<file path="config.mk">
export PLATFORM = sky130hd
export DESIGN_NAME = pciecfg_mgmt_ctrl_flat
export DESIGN_NICKNAME = d
export VERILOG_FILES = /design/src/rtl/pciecfg_pkg.sv /design/src/rtl/pciecfg_mgmt_ctrl_if.sv /design/src/rtl/pciecfg_timeout_cnt.sv /design/src/rtl/pciecfg_mgmt_ctrl.sv /design/src/flat_wrapper.sv
export SDC_FILE = /design/constraint.sdc
export NUM_CORES = 1
export LEC_CHECK = 0
export CAP_MARGIN = 10
export CORE_MARGIN = 10
export CORE_UTILIZATION = 49
export DETAILED_ROUTE_END_ITERATION = 7
export PLACE_DENSITY_LB_ADDON = 0.12
export SLEW_MARGIN = 20
export SYNTH_ARGS = -nofsm -noshare
export SYNTH_HDL_FRONTEND = slang
export SYNTH_SLANG_ARGS = --single-unit
</file>
<file path="constraint.sdc">
create_clock -name clk -period 5.6 [get_ports clk]
set_input_delay 1.68 -clock clk [delete_from_list [all_inputs] [get_ports clk]]
set_output_delay 1.68 -clock clk [all_outputs]
set_load 0.005 [all_outputs]
</file>
<file path="src/rtl/pciecfg_pkg.sv">
// ----------------------------------------------------------------------------
// pciecfg_pkg
// Shared types and constants for the PCIe configuration-management controller.
//   FIFO_PCIECFG_T          : request/response word carried by both FIFOs
//                             (MSB..LSB: tag, write, err, byte_en, dwaddr, data)
//   pciecfg_state_t         : controller state encoding
//   PCIECFG_TIMEOUT_DEFAULT : default done-wait budget in clock cycles
// ----------------------------------------------------------------------------
package pciecfg_pkg;

    localparam int PCIECFG_TIMEOUT_DEFAULT = 255;

    typedef struct packed {
        logic [7:0]  tag;
        logic        write;
        logic        err;
        logic [3:0]  byte_en;
        logic [9:0]  dwaddr;
        logic [31:0] data;
    } FIFO_PCIECFG_T;

    typedef enum logic [1:0] {
        ST_IDLE  = 2'd0,
        ST_LATCH = 2'd1,
        ST_ISSUE = 2'd2,
        ST_RESP  = 2'd3
    } pciecfg_state_t;

endpackage

</file>
<file path="src/rtl/pciecfg_mgmt_ctrl_if.sv">
// ----------------------------------------------------------------------------
// pciecfg_mgmt_ctrl_if
// Bundle of the 7-series PCIe core cfg_mgmt port.
//   master : the controller (drives address/data/enables, receives do/done)
//   slave  : the PCIe core side
// ----------------------------------------------------------------------------
interface pciecfg_mgmt_ctrl_if;
    logic [31:0] cfg_mgmt_do;
    logic        cfg_mgmt_rd_wr_done;
    logic [31:0] cfg_mgmt_di;
    logic [3:0]  cfg_mgmt_byte_en;
    logic [9:0]  cfg_mgmt_dwaddr;
    logic        cfg_mgmt_wr_en;
    logic        cfg_mgmt_rd_en;
    logic        cfg_mgmt_wr_readonly;
    logic        cfg_mgmt_wr_rw1c_as_rw;

    modport master (
        input  cfg_mgmt_do, cfg_mgmt_rd_wr_done,
        output cfg_mgmt_di, cfg_mgmt_byte_en, cfg_mgmt_dwaddr,
               cfg_mgmt_wr_en, cfg_mgmt_rd_en,
               cfg_mgmt_wr_readonly, cfg_mgmt_wr_rw1c_as_rw
    );

    modport slave (
        output cfg_mgmt_do, cfg_mgmt_rd_wr_done,
        input  cfg_mgmt_di, cfg_mgmt_byte_en, cfg_mgmt_dwaddr,
               cfg_mgmt_wr_en, cfg_mgmt_rd_en,
               cfg_mgmt_wr_readonly, cfg_mgmt_wr_rw1c_as_rw
    );
endinterface

</file>
<file path="src/rtl/pciecfg_timeout_cnt.sv">
// ----------------------------------------------------------------------------
// pciecfg_timeout_cnt
// 16-bit loadable down-counter; stops at zero.
//   clk, rst   : clock, synchronous active-high reset
//   i_load     : load i_load_val (has priority over i_dec)
//   i_dec      : decrement by one
//   o_count    : current value
//   o_zero     : current value is zero
// ----------------------------------------------------------------------------
module pciecfg_timeout_cnt (
    input  logic        clk,
    input  logic        rst,
    input  logic        i_load,
    input  logic [15:0] i_load_val,
    input  logic        i_dec,
    output logic [15:0] o_count,
    output logic        o_zero
);

    logic [15:0] r_count;

    always_ff @(posedge clk) begin
        if (rst) begin
            r_count <= 16'd0;
        end else if (i_load) begin
            r_count <= i_load_val;
        end else if (i_dec && (r_count != 16'd0)) begin
            r_count <= r_count - 16'd1;
        end
    end

    assign o_count = r_count;
    assign o_zero  = (r_count == 16'd0);

endmodule

</file>
<file path="src/rtl/pciecfg_mgmt_ctrl.sv">
// ----------------------------------------------------------------------------
// pciecfg_mgmt_ctrl
// Pops one configuration request, runs the cfg_mgmt read/write handshake on
// the PCIe core and pushes exactly one response per request, in order.
//   clk, rst             : PCIe user clock, synchronous active-high reset
//   req_empty/rd_en/dout : request FIFO read side (standard, 1-cycle latency)
//   resp_full/wr_en/din  : response FIFO write side
//   TIMEOUT_CYCLES       : enable-high cycles before an access is aborted
//   cfg                  : cfg_mgmt bus (master side)
// Build option: define PCIECFG_WRITE_EN to allow configuration writes; when
// undefined, write requests are answered with err=1 without touching the core.
// ----------------------------------------------------------------------------
module pciecfg_mgmt_ctrl
    import pciecfg_pkg::*;
#(
    parameter int TIMEOUT_CYCLES = PCIECFG_TIMEOUT_DEFAULT
) (
    input  logic                 clk,
    input  logic                 rst,
    input  logic                 req_empty,
    output logic                 req_rd_en,
    input  FIFO_PCIECFG_T        req_dout,
    input  logic                 resp_full,
    output logic                 resp_wr_en,
    output FIFO_PCIECFG_T        resp_din,
    pciecfg_mgmt_ctrl_if.master  cfg
);

    pciecfg_state_t r_state;
    logic [7:0]     r_tag;
    logic           r_write;
    logic [3:0]     r_be;
    logic [9:0]     r_addr;
    logic [31:0]    r_data;
    FIFO_PCIECFG_T  r_resp;
    logic           r_resp_wr_en;
    logic           r_rd_en;
`ifdef PCIECFG_WRITE_EN
    logic           r_wr_en;
`endif

    logic [15:0]    w_cnt;
    logic           w_cnt_zero;
    logic           w_expire;
    logic           w_done;
    logic [31:0]    w_rsp_data;
    logic           w_unused_err;

    // The incoming err bit has no meaning on a request.
    assign w_unused_err = req_dout.err;

    assign w_done = cfg.cfg_mgmt_rd_wr_done;

    // The counter is loaded with TIMEOUT_CYCLES on the first ISSUE cycle and
    // decremented each ISSUE cycle, so a value of 1 marks the last allowed
    // enable cycle; zero is only a guard against an out-of-range parameter.
    assign w_expire = (w_cnt == 16'd1) || w_cnt_zero;

    // Done wins over an expiring counter.
    assign w_rsp_data = w_done ? (r_write ? r_data : cfg.cfg_mgmt_do) : 32'd0;

    assign req_rd_en = (r_state == ST_IDLE) && !req_empty && !rst;

    pciecfg_timeout_cnt u_timeout_cnt (
        .clk        (clk),
        .rst        (rst),
        .i_load     (r_state == ST_LATCH),
        .i_load_val (16'(TIMEOUT_CYCLES)),
        .i_dec      (r_state == ST_ISSUE),
        .o_count    (w_cnt),
        .o_zero     (w_cnt_zero)
    );

    // resp_wr_en is registered from resp_full of the previous cycle. This is
    // safe because the controller is the only writer of the response FIFO, so
    // full cannot rise between our sample and our push.
    always_ff @(posedge clk) begin
        if (rst) begin
            r_state      <= ST_IDLE;
            r_tag        <= 8'd0;
            r_write      <= 1'b0;
            r_be         <= 4'd0;
            r_addr       <= 10'd0;
            r_data       <= 32'd0;
            r_resp       <= '0;
            r_resp_wr_en <= 1'b0;
            r_rd_en      <= 1'b0;
`ifdef PCIECFG_WRITE_EN
            r_wr_en      <= 1'b0;
`endif
        end else begin
            case (r_state)
                ST_IDLE: begin
                    if (req_rd_en) begin
                        r_state <= ST_LATCH;
                    end
                end
                ST_LATCH: begin
                    r_tag   <= req_dout.tag;
                    r_write <= req_dout.write;
                    r_be    <= req_dout.byte_en;
                    r_addr  <= req_dout.dwaddr;
                    r_data  <= req_dout.data;
                    if (!req_dout.write) begin
                        r_rd_en <= 1'b1;
                        r_state <= ST_ISSUE;
                    end else begin
`ifdef PCIECFG_WRITE_EN
                        r_wr_en <= 1'b1;
                        r_state <= ST_ISSUE;
`else
                        r_resp       <= {req_dout.tag, 1'b1, 1'b1, req_dout.byte_en,
                                         req_dout.dwaddr, 32'd0};
                        r_resp_wr_en <= !resp_full;
                        r_state      <= ST_RESP;
`endif
                    end
                end
                ST_ISSUE: begin
                    if (w_done || w_expire) begin
                        r_rd_en      <= 1'b0;
`ifdef PCIECFG_WRITE_EN
                        r_wr_en      <= 1'b0;
`endif
                        r_resp       <= {r_tag, r_write, !w_done, r_be, r_addr, w_rsp_data};
                        r_resp_wr_en <= !resp_full;
                        r_state      <= ST_RESP;
                    end
                end
                ST_RESP: begin
                    if (r_resp_wr_en) begin
                        r_resp_wr_en <= 1'b0;
                        r_state      <= ST_IDLE;
                    end else if (!resp_full) begin
                        r_resp_wr_en <= 1'b1;
                    end
                end
                default: r_state <= ST_IDLE;
            endcase
        end
    end

    assign resp_wr_en                 = r_resp_wr_en;
    assign resp_din                   = r_resp;
    assign cfg.cfg_mgmt_rd_en         = r_rd_en;
`ifdef PCIECFG_WRITE_EN
    assign cfg.cfg_mgmt_wr_en         = r_wr_en;
`else
    assign cfg.cfg_mgmt_wr_en         = 1'b0;
`endif
    assign cfg.cfg_mgmt_di            = r_data;
    assign cfg.cfg_mgmt_byte_en       = r_be;
    assign cfg.cfg_mgmt_dwaddr        = r_addr;
    assign cfg.cfg_mgmt_wr_readonly   = 1'b0;
    assign cfg.cfg_mgmt_wr_rw1c_as_rw = 1'b0;

endmodule
</file>
<file path="src/flat_wrapper.sv">
// flat-port wrapper written by rule: the top's interface ports become plain ports
module pciecfg_mgmt_ctrl_flat import pciecfg_pkg::*;
#(
    parameter int TIMEOUT_CYCLES = PCIECFG_TIMEOUT_DEFAULT
)
  (clk, rst, req_empty, req_rd_en, req_dout, resp_full, resp_wr_en, resp_din, cfg_cfg_mgmt_do, cfg_cfg_mgmt_rd_wr_done, cfg_cfg_mgmt_di, cfg_cfg_mgmt_byte_en, cfg_cfg_mgmt_dwaddr, cfg_cfg_mgmt_wr_en, cfg_cfg_mgmt_rd_en, cfg_cfg_mgmt_wr_readonly, cfg_cfg_mgmt_wr_rw1c_as_rw);
  pciecfg_mgmt_ctrl_if cfg_i ();
  input  logic clk;
  input  logic rst;
  input  logic req_empty;
  output logic req_rd_en;
  input  FIFO_PCIECFG_T req_dout;
  input  logic resp_full;
  output logic resp_wr_en;
  output FIFO_PCIECFG_T resp_din;
  input wire logic [$bits(cfg_i.cfg_mgmt_do)-1:0] cfg_cfg_mgmt_do;
  input wire logic [$bits(cfg_i.cfg_mgmt_rd_wr_done)-1:0] cfg_cfg_mgmt_rd_wr_done;
  output wire logic [$bits(cfg_i.cfg_mgmt_di)-1:0] cfg_cfg_mgmt_di;
  output wire logic [$bits(cfg_i.cfg_mgmt_byte_en)-1:0] cfg_cfg_mgmt_byte_en;
  output wire logic [$bits(cfg_i.cfg_mgmt_dwaddr)-1:0] cfg_cfg_mgmt_dwaddr;
  output wire logic [$bits(cfg_i.cfg_mgmt_wr_en)-1:0] cfg_cfg_mgmt_wr_en;
  output wire logic [$bits(cfg_i.cfg_mgmt_rd_en)-1:0] cfg_cfg_mgmt_rd_en;
  output wire logic [$bits(cfg_i.cfg_mgmt_wr_readonly)-1:0] cfg_cfg_mgmt_wr_readonly;
  output wire logic [$bits(cfg_i.cfg_mgmt_wr_rw1c_as_rw)-1:0] cfg_cfg_mgmt_wr_rw1c_as_rw;
  assign cfg_i.cfg_mgmt_do = cfg_cfg_mgmt_do;
  assign cfg_i.cfg_mgmt_rd_wr_done = cfg_cfg_mgmt_rd_wr_done;
  assign cfg_cfg_mgmt_di = cfg_i.cfg_mgmt_di;
  assign cfg_cfg_mgmt_byte_en = cfg_i.cfg_mgmt_byte_en;
  assign cfg_cfg_mgmt_dwaddr = cfg_i.cfg_mgmt_dwaddr;
  assign cfg_cfg_mgmt_wr_en = cfg_i.cfg_mgmt_wr_en;
  assign cfg_cfg_mgmt_rd_en = cfg_i.cfg_mgmt_rd_en;
  assign cfg_cfg_mgmt_wr_readonly = cfg_i.cfg_mgmt_wr_readonly;
  assign cfg_cfg_mgmt_wr_rw1c_as_rw = cfg_i.cfg_mgmt_wr_rw1c_as_rw;
  pciecfg_mgmt_ctrl #(.TIMEOUT_CYCLES(TIMEOUT_CYCLES)) u_core (.clk(clk), .rst(rst), .req_empty(req_empty), .req_rd_en(req_rd_en), .req_dout(req_dout), .resp_full(resp_full), .resp_wr_en(resp_wr_en), .resp_din(resp_din), .cfg(cfg_i));
endmodule
</file>
# After elaboration in Yosys (flattened, before gate mapping)
# Index checks and enable logic that the tools add are counted.
# totals
in_bits	93
word_cells	66
out_inout_bits	108
reg_bits	131
# classes
n_eq_ne	9
reduce_logical	20
n_addsub	1
muxes	20
# ops
op	count
56-bit two-way mux	2
56-bit case mux with 2 select lines	1
32-bit two-way mux	2
16-bit by 1-bit == test with 1-bit output (second input constant)	1
16-bit logical NOT	1
8-bit two-way mux	2
16-bit nonzero test	1
16-bit by 1-bit subtractor with 16-bit output (second input constant)	1
3-bit AND reduction	4
2-bit case mux with 4 select lines	1
1-bit two-way mux	7
2-bit two-way mux	3
2-bit inequality test (second input constant)	3
2-bit == test (second input constant)	2
1-bit logical NOT	4
2-bit by 1-bit inequality test with 1-bit output (second input constant)	2
2-bit nonzero test	2
1-bit logical AND	3
1-bit case mux with 3 select lines	1
3-bit nonzero test	1
2-bit by 1-bit == test with 1-bit output (second input constant)	1
2-bit logical NOT	1
1-bit logical OR	2
1-bit case mux with 2 select lines	1
2-bit OR reduction	1

# Longest topological paths before layout
# Gate-level depths: netlist of run 1.
# depth
word_depth	5
depth_mapped	9
depth_no_buf	7

# Modules after synthesis
# Synthesis of run 1 repeated with hierarchy kept, for this count alone.
# unflattened
hier_cells	662
area_unflattened_um2	6406.1
# modules_own_cells
module	area_per_inst_um2	seq_area_each_um2	instances	cells_per_inst
pciecfg_mgmt_ctrl	5262.5	2302.2	1	532
pciecfg_timeout_cnt	1143.6	320.3	1	130

# Worst setup path before layout of run 1
# No wires, ideal clock.
# synth_timing
path_kind	input port to output port
start	in rst
end	out req_rd_en
t_required_ps	3920
slack_ps	1382
path_stages	4
n_path_buf	3
arrival_ps	2538
path_cell_list	clkbuf_1 -> clkbuf_1 -> clkbuf_1 -> nor3b_1
# synth_between
elab_chain_cells	2
# synth_lines
item	line	source
start: declaration	flat_wrapper.sv:9	input logic rst;
1-bit logical NOT	pciecfg_mgmt_ctrl.sv:62	assign req_rd_en = (r_state == ST_IDLE) && !req_empty && !rst;
1-bit logical AND	pciecfg_mgmt_ctrl.sv:62	
end: declaration	flat_wrapper.sv:11	output logic req_rd_en;
# No other way between the ends.

# Final worst setup path of run 1
# layout_timing
start	in req_empty
end	out req_rd_en
# layout_between
elab_chain_cells	3
# layout_lines
item	line	source
start: declaration	flat_wrapper.sv:10	input logic req_empty;
1-bit logical NOT	pciecfg_mgmt_ctrl.sv:62	
1-bit logical AND (2 in series)	pciecfg_mgmt_ctrl.sv:62	
# No other way between the ends.

==> flow_summary.json, run 1 <==
{
  "p_total_uw": 3910,
  "clk_pin_slew_ns": 0.06,
  "start_util_pct": 49.5,
  "clockBufferDepth": 2,
  "drive_gt1_share_pct": 5.55,
  "worst_pin_slew_ns": 1.13,
  "crit_path_max_fanout": 2,
  "max-cap-violations": 0,
  "drc": 0,
  "path_class": "input pin to primary output",
  "stdcell_count": 958,
  "area_delta_synth_final_pct": 42.2,
  "rsz0062_at_grt": "no",
  "synth_sequential_area_ratio_pct": 44.5,
  "antenna_found_initial": 0,
  "max_freq_mhz": 220,
  "die_area_sq_mm": 0.0168,
  "wl_um": 17900,
  "die_width_um": 130,
  "synth_cells": 635,
  "outcome": "completed",
  "cts_buffers": 17,
  "critPathLaunch": "req_empty",
  "ioPinCount": 201,
  "portBuffers": 196,
  "whs_path_depth": 2,
  "drtPass1Iterations": 7,
  "crit_path_end": "req_rd_en",
  "clkLatencyLatePin_ns": 0.41,
  "relSlewSlack_pct": 24.7,
  "synthArstFlopShare_pct": 0,
  "syn_area_per_cell_sq_um": 9.28,
  "postCtsSetupRepairBufs": 0,
  "cts_hold_buf": 0,
  "grt_first_pass_wirelength_um": 28000,
  "grt_overflow": 0,
  "final-hold-violation-count": 0,
  "required_ns": 3.92,
  "synth_edf_count": 0,
  "synth_cell_types": 40,
  "power.density_mw_per_mm2": 467,
  "drt_iter0_drc": 345,
  "worstPathArrival_ns": 2.86,
  "p_leak_uw": 0.00294,
  "die_height_um": 130,
  "ys_ff_latch": 131,
  "synth_ff_type": "dfxtp_1",
  "fin_setup_tns_ns": 0,
  "fin_nets": 901,
  "vias": 5340,
  "diodes": 0,
  "core_region_area_sq_mm": 0.0119,
  "slew_violations": 0,
  "synth_top_area_cell": "dfxtp_1",
  "grt_pass1_vias": 5466,
  "ant_nets": 0,
  "nFillCells": 933,
  "avgViaCountPerCell": 5.57,
  "grt_start_max_net_pins": 98,
  "skew_ns": 0.00770,
  "hpwl_um": 12200,
  "post-synth-top-count-cell": "dfxtp_1",
  "cts_tree": "yes",
  "ir_drop_v": 0.000221,
  "r2r_slack_ns": 1.98,
  "setup_viol": 0,
  "grt_use_total_pct": 20.8,
  "dp_cells": 929,
  "hold_class": "flip-flop to flip-flop",
  "gp_congestion": 0.801,
  "cts_sinks": 131,
  "synthTopCellsByCount": "dfxtp_1 (131), mux2i_1 (87), nor2_1 (78), clkbuf_1 (40), o21ai_0 (37)",
  "num_rows": 40,
  "cts-resized-gates": 0,
  "critPathLaunchType": "input pin",
  "min_period_over_period_pct": 81.0,
  "syn_area_sq_mm": 0.00590,
  "wl_per_cell_um": 18.7,
  "synth_warnings": 0,
  "htree_levels": 4,
  "endpoint_kind": "primary output",
  "worstReg2RegStart": "u_core.r_state[0]$_SDFFE_PP0P_",
  "synthTopCellsByArea": "dfxtp_1 (44%), mux2i_1 (15%), nor2_1 (5.0%), or4_1 (4.5%), nand2b_1 (3.7%)",
  "cts_root_buf": "clkbuf_16",
  "finalCriticalPeriod_ns": 4.54,
  "r2r_cells": 8,
  "r2r_end": "u_core.resp_din[20]$_SDFFE_PP0P_",
  "synth.top_cell.area_share_pct": 44.5
}
layer usage:
layer | GRT usage (%) | share of wire, %
met5 | 0 | 0
met4 | 7.14 | 1.0
met3 | 9.49 | 10
met2 | 33.7 | 48
met1 | 23.7 | 40
cells by family after synthesis:
family	after synthesis	share of synthesized area [%]
AND/OR/NAND/NOR	205	20.0
multiplexers	87	14.8
buffers and inverters	64	4.77
adder cells (fa/ha/maj)	7	1.49
other	1	0.0636
flip-flops	131	44.5
AO/OA/AOI/OAI	127	12.5
XOR/XNOR	13	1.93
state kept, by name, summed over array words and instances (netlist names):
name,cells
u_core.cfg.cfg_mgmt_byte_en,4
u_core.resp_din,56
u_core.r_tag,8
u_core.cfg.cfg_mgmt_rd_en,1
u_core.u_timeout_cnt.o_count,16
u_core.cfg.cfg_mgmt_dwaddr,10
u_core.r_state,2
u_core.r_write,1
u_core.cfg.cfg_mgmt_di,32
u_core.resp_wr_en,1
through the flow:
stage	utilization, %	instance area [sq um]	hold slack (ns)	worst slack, ns
after floorplan	-	5900	0.455	1.38
after global placement	66.0	7860	0.451	1.09
after detailed placement	66.0	7860	0.455	1.07
after CTS	70.2	8370	0.465	1.06
after global routing	70.4	8380	0.484	1.04
final	70.4	8380	0.465	1.06
worst min path at each step:
stage                                                   to  slack [ns]                        startpoint
after floorplan               u_core.r_tag[0]$_SDFFE_PP0P_        0.45      u_core.r_tag[0]$_SDFFE_PP0P_
after global placement    u_core.resp_din[22]$_SDFFE_PP0P_        0.45  u_core.resp_din[22]$_SDFFE_PP0P_
after detailed placement   u_core.resp_din[7]$_SDFFE_PP0P_        0.46   u_core.resp_din[7]$_SDFFE_PP0P_
after CTS                  u_core.resp_din[9]$_SDFFE_PP0P_        0.46   u_core.resp_din[9]$_SDFFE_PP0P_
after global routing       u_core.resp_din[9]$_SDFFE_PP0P_        0.48   u_core.resp_din[9]$_SDFFE_PP0P_
final                      u_core.resp_din[4]$_SDFFE_PP0P_        0.47   u_core.resp_din[4]$_SDFFE_PP0P_
power breakdown:
group / internal (uW) / switching, uW / leakage [uW]
logic: 774 / 840 / 0.00162
clock network: 588 / 381 / 0.000254
registers: 1140 / 192 / 0.00107
placed cells by master, fill, tap and decap left out, types with 23 or more instances in the layout:
| master | count |
|---|---|
| clkdlybuf4s50_1 | 195 |
| dfxtp_1 | 130 |
| mux2i_1 | 87 |
| nor2_1 | 77 |
| o21ai_0 | 36 |
| or4_1 | 35 |
| nand2b_1 | 35 |
| a21oi_1 | 34 |
| a211oi_1 | 23 |
| or3_1 | 23 |
critical path, cell delays in order:
cell,delay (ns)
clkdlybuf4s50_1,0.44
nor3b_1,0.21
clkdlybuf4s50_1,0.53
final cells by class:
type	instances	area, sq um	share of cell area (%)
sequential	131	2620	31.3
tap	147	184	2.19
multi-input combinational	442	3040	36.2
timing repair buffer	201	2000	23.8
inverter	8	30.0	0.358
clock buffer	23	478	5.70
clock inverter	6	32.5	0.388
Power figures use the tool's default switching activity.
==> inputs of run 2 (changes only) <==
--- a/config.mk
+++ b/config.mk
@@ -7,7 +7,7 @@
 export LEC_CHECK = 0
 export CAP_MARGIN = 10
 export CORE_MARGIN = 10
-export CORE_UTILIZATION = 49
+export CORE_UTILIZATION = 46
 export DETAILED_ROUTE_END_ITERATION = 7
 export PLACE_DENSITY_LB_ADDON = 0.12
 export SLEW_MARGIN = 20
==> constraint.sdc (replaced) <==
create_clock -name clk -period 4.68 [get_ports clk]
set_input_delay 1.404 -clock clk [delete_from_list [all_inputs] [get_ports clk]]
set_output_delay 1.404 -clock clk [all_outputs]
set_load 0.005 [all_outputs]
==> run 2 against run 1 <==
  * First-iteration DRC count fell by 4.6%
  * Worst setup slack got worse by 0.38 ns
  * Cell count is 3.2% higher
  * Hold slack worse by 0.0018 ns
  * Core utilization down 1.6 points
  * Clock skew grew 0.0011 ns
==> flow_summary.json, run 2 (same netlist as run 1, synthesis figures left out) <==
{
  "min_period_over_period_pct": 85.3,
  "slew_violations": 0,
  "drt_iter0_drc": 329,
  "p_leak_uw": 0.00305,
  "layout_commonest_cell": "clkdlybuf4s50_1",
  "cts_sinks": 131,
  "worstReg2RegStart": "u_core.r_state[0]$_SDFFE_PP0P_",
  "relSlewSlack_pct": 26.4,
  "crit_path_max_fanout": 2,
  "cts_hold_buf": 0,
  "critPathLaunch": "req_empty",
  "gp_congestion": 0.806,
  "cts_buffers": 17,
  "rsz0062_at_grt": "no",
  "ioPinCount": 201,
  "vias": 5388,
  "setup_ws_ns": 0.687,
  "endpoint_kind": "primary output",
  "worstPathArrival_ns": 2.59,
  "r2r_end": "u_core.resp_din[47]$_SDFFE_PP0P_",
  "r2r_slack_ns": 1.28,
  "crit_path_end": "req_rd_en",
  "die_width_um": 133,
  "crit_chain": "clkdlybuf4s50_1, nor3b_1, clkdlybuf4s50_1",
  "max-cap-violations": 0,
  "r2r_cells": 9,
  "cts_root_buf": "clkbuf_16",
  "diodes": 0,
  "ant_nets": 0,
  "worst_path_dominant_cell_family": "buffers and inverters",
  "max_freq_mhz": 250,
  "fin_nets": 904,
  "cts-resized-gates": 0,
  "largest_reg_flops": 56,
  "num_rows": 41,
  "cp_slowest_stage_delay_ns": 0.58,
  "start_util_pct": 46.9,
  "fin_setup_tns_ns": 0,
  "htree_levels": 4,
  "wl_um": 18100,
  "avgViaCountPerCell": 5.45,
  "path_common_cell": "clkdlybuf4s50_1",
  "path_class": "input pin to primary output",
  "ir_drop_v": 0.000325,
  "grt_first_pass_wirelength_um": 29600,
  "critPathLaunchType": "input pin",
  "setup_viol": 0,
  "grt_pass1_vias": 5728,
  "antenna_found_initial": 0,
  "drive_gt1_share_pct": 6.24,
  "required_ns": 3.28,
  "grt_use_total_pct": 20.3,
  "fin_util_pct": 68.8,
  "clockBufferDepth": 2,
  "final-hold-violation-count": 0,
  "drtPass1Iterations": 5,
  "hpwl_um": 12400,
  "die_height_um": 133,
  "core_region_area_sq_mm": 0.0126,
  "drc": 0,
  "worst_pin_slew_ns": 1.10,
  "skew_ns": 0.00885,
  "grt_start_max_net_pins": 102,
  "hold_class": "flip-flop to flip-flop",
  "whs_path_depth": 2,
  "post-place-ws_ns": 0.677,
  "finalCriticalPeriod_ns": 3.99,
  "cp_num_buf_inv": 2,
  "die_area_sq_mm": 0.0177,
  "clk_pin_slew_ns": 0.06,
  "portBuffers": 196,
  "grt_overflow": 0,
  "worstSetupPathDepth": 3,
  "outcome": "completed",
  "clkLatencyLatePin_ns": 0.42,
  "critPathSlowestCell": "clkdlybuf4s50_1",
  "wl_per_cell_um": 18.3,
  "power.density_mw_per_mm2": 595,
  "postCtsSetupRepairBufs": 0,
  "area_delta_synth_final_pct": 46.6,
  "final_cell_mix": "clkdlybuf4s50_1 (195), dfxtp_1 (130), mux2i_1 (87)",
  "cts_tree": "yes"
}
## run 2: final cells by class
| type | instances | area, sq um |
|---|---|---|
| Clock inverter | 10 | 250 |
| Timing Repair Buffer | 204 | 2020 |
| Tap cell | 172 | 215 |
| Clock buffer | 22 | 464 |
| Multi-Input combinational cell | 442 | 3040 |
| Inverter | 8 | 30.0 |
| Sequential cell | 131 | 2620 |
| Fill cell | 1040 | 3930 |
## run 2: worst min path at each step
stage	startpoint	to	slack (ns)
3_3_place_gp	u_core.resp_din[30]$_SDFFE_PP0P_	u_core.resp_din[30]$_SDFFE_PP0P_	0.45
5_1_grt	u_core.resp_din[24]$_SDFFE_PP0P_	u_core.resp_din[24]$_SDFFE_PP0P_	0.49
4_1_cts	u_core.resp_din[24]$_SDFFE_PP0P_	u_core.resp_din[24]$_SDFFE_PP0P_	0.47
6_report	u_core.resp_din[13]$_SDFFE_PP0P_	u_core.resp_din[13]$_SDFFE_PP0P_	0.46
2_1_floorplan	u_core.r_tag[0]$_SDFFE_PP0P_	u_core.r_tag[0]$_SDFFE_PP0P_	0.45
3_5_place_dp	u_core.resp_din[26]$_SDFFE_PP0P_	u_core.resp_din[26]$_SDFFE_PP0P_	0.45
## run 2: worst register-to-register path, cell delays in order (launching register included)
cell and delay [ns]:
dfxtp_1 0.44, inv_1 0.14, ha_1 0.21, buf_4 0.22, inv_1 0.62, nor2_1 0.23
o21a_4 0.29, nor2_1 0.63, buf_4 0.34, a311oi_1 0.11
## run 2: stage by stage
stage          hold WS, ns  total power [uW]  std cells  cell area, sq um
2_1_floorplan        0.455              2760        637              5900
3_3_place_gp         0.452              3480        956              7900
3_5_place_dp         0.454              3550        956              7920
4_1_cts              0.466              5180        988              8630
5_1_grt              0.487              5450        989              8640
6_report             0.463              5140        989              8640
## run 2: power by group
group | switching, uW | internal [uW] | leakage (uW) | total (uW)
Clock | 483 | 1130 | 0.000348 | 1620
Combinational | 1010 | 929 | 0.00164 | 1940
Sequential | 228 | 1360 | 0.00107 | 1590
## run 2: layer usage
metal	vias to the layer above	share of wire (%)	GRT usage (%)
met5	-	0	0
met4	0	1.6	7.86
met3	22	9.1	8.65
met2	175	49	34.1
met1	2589	40	22.2
li1	2602	-	-
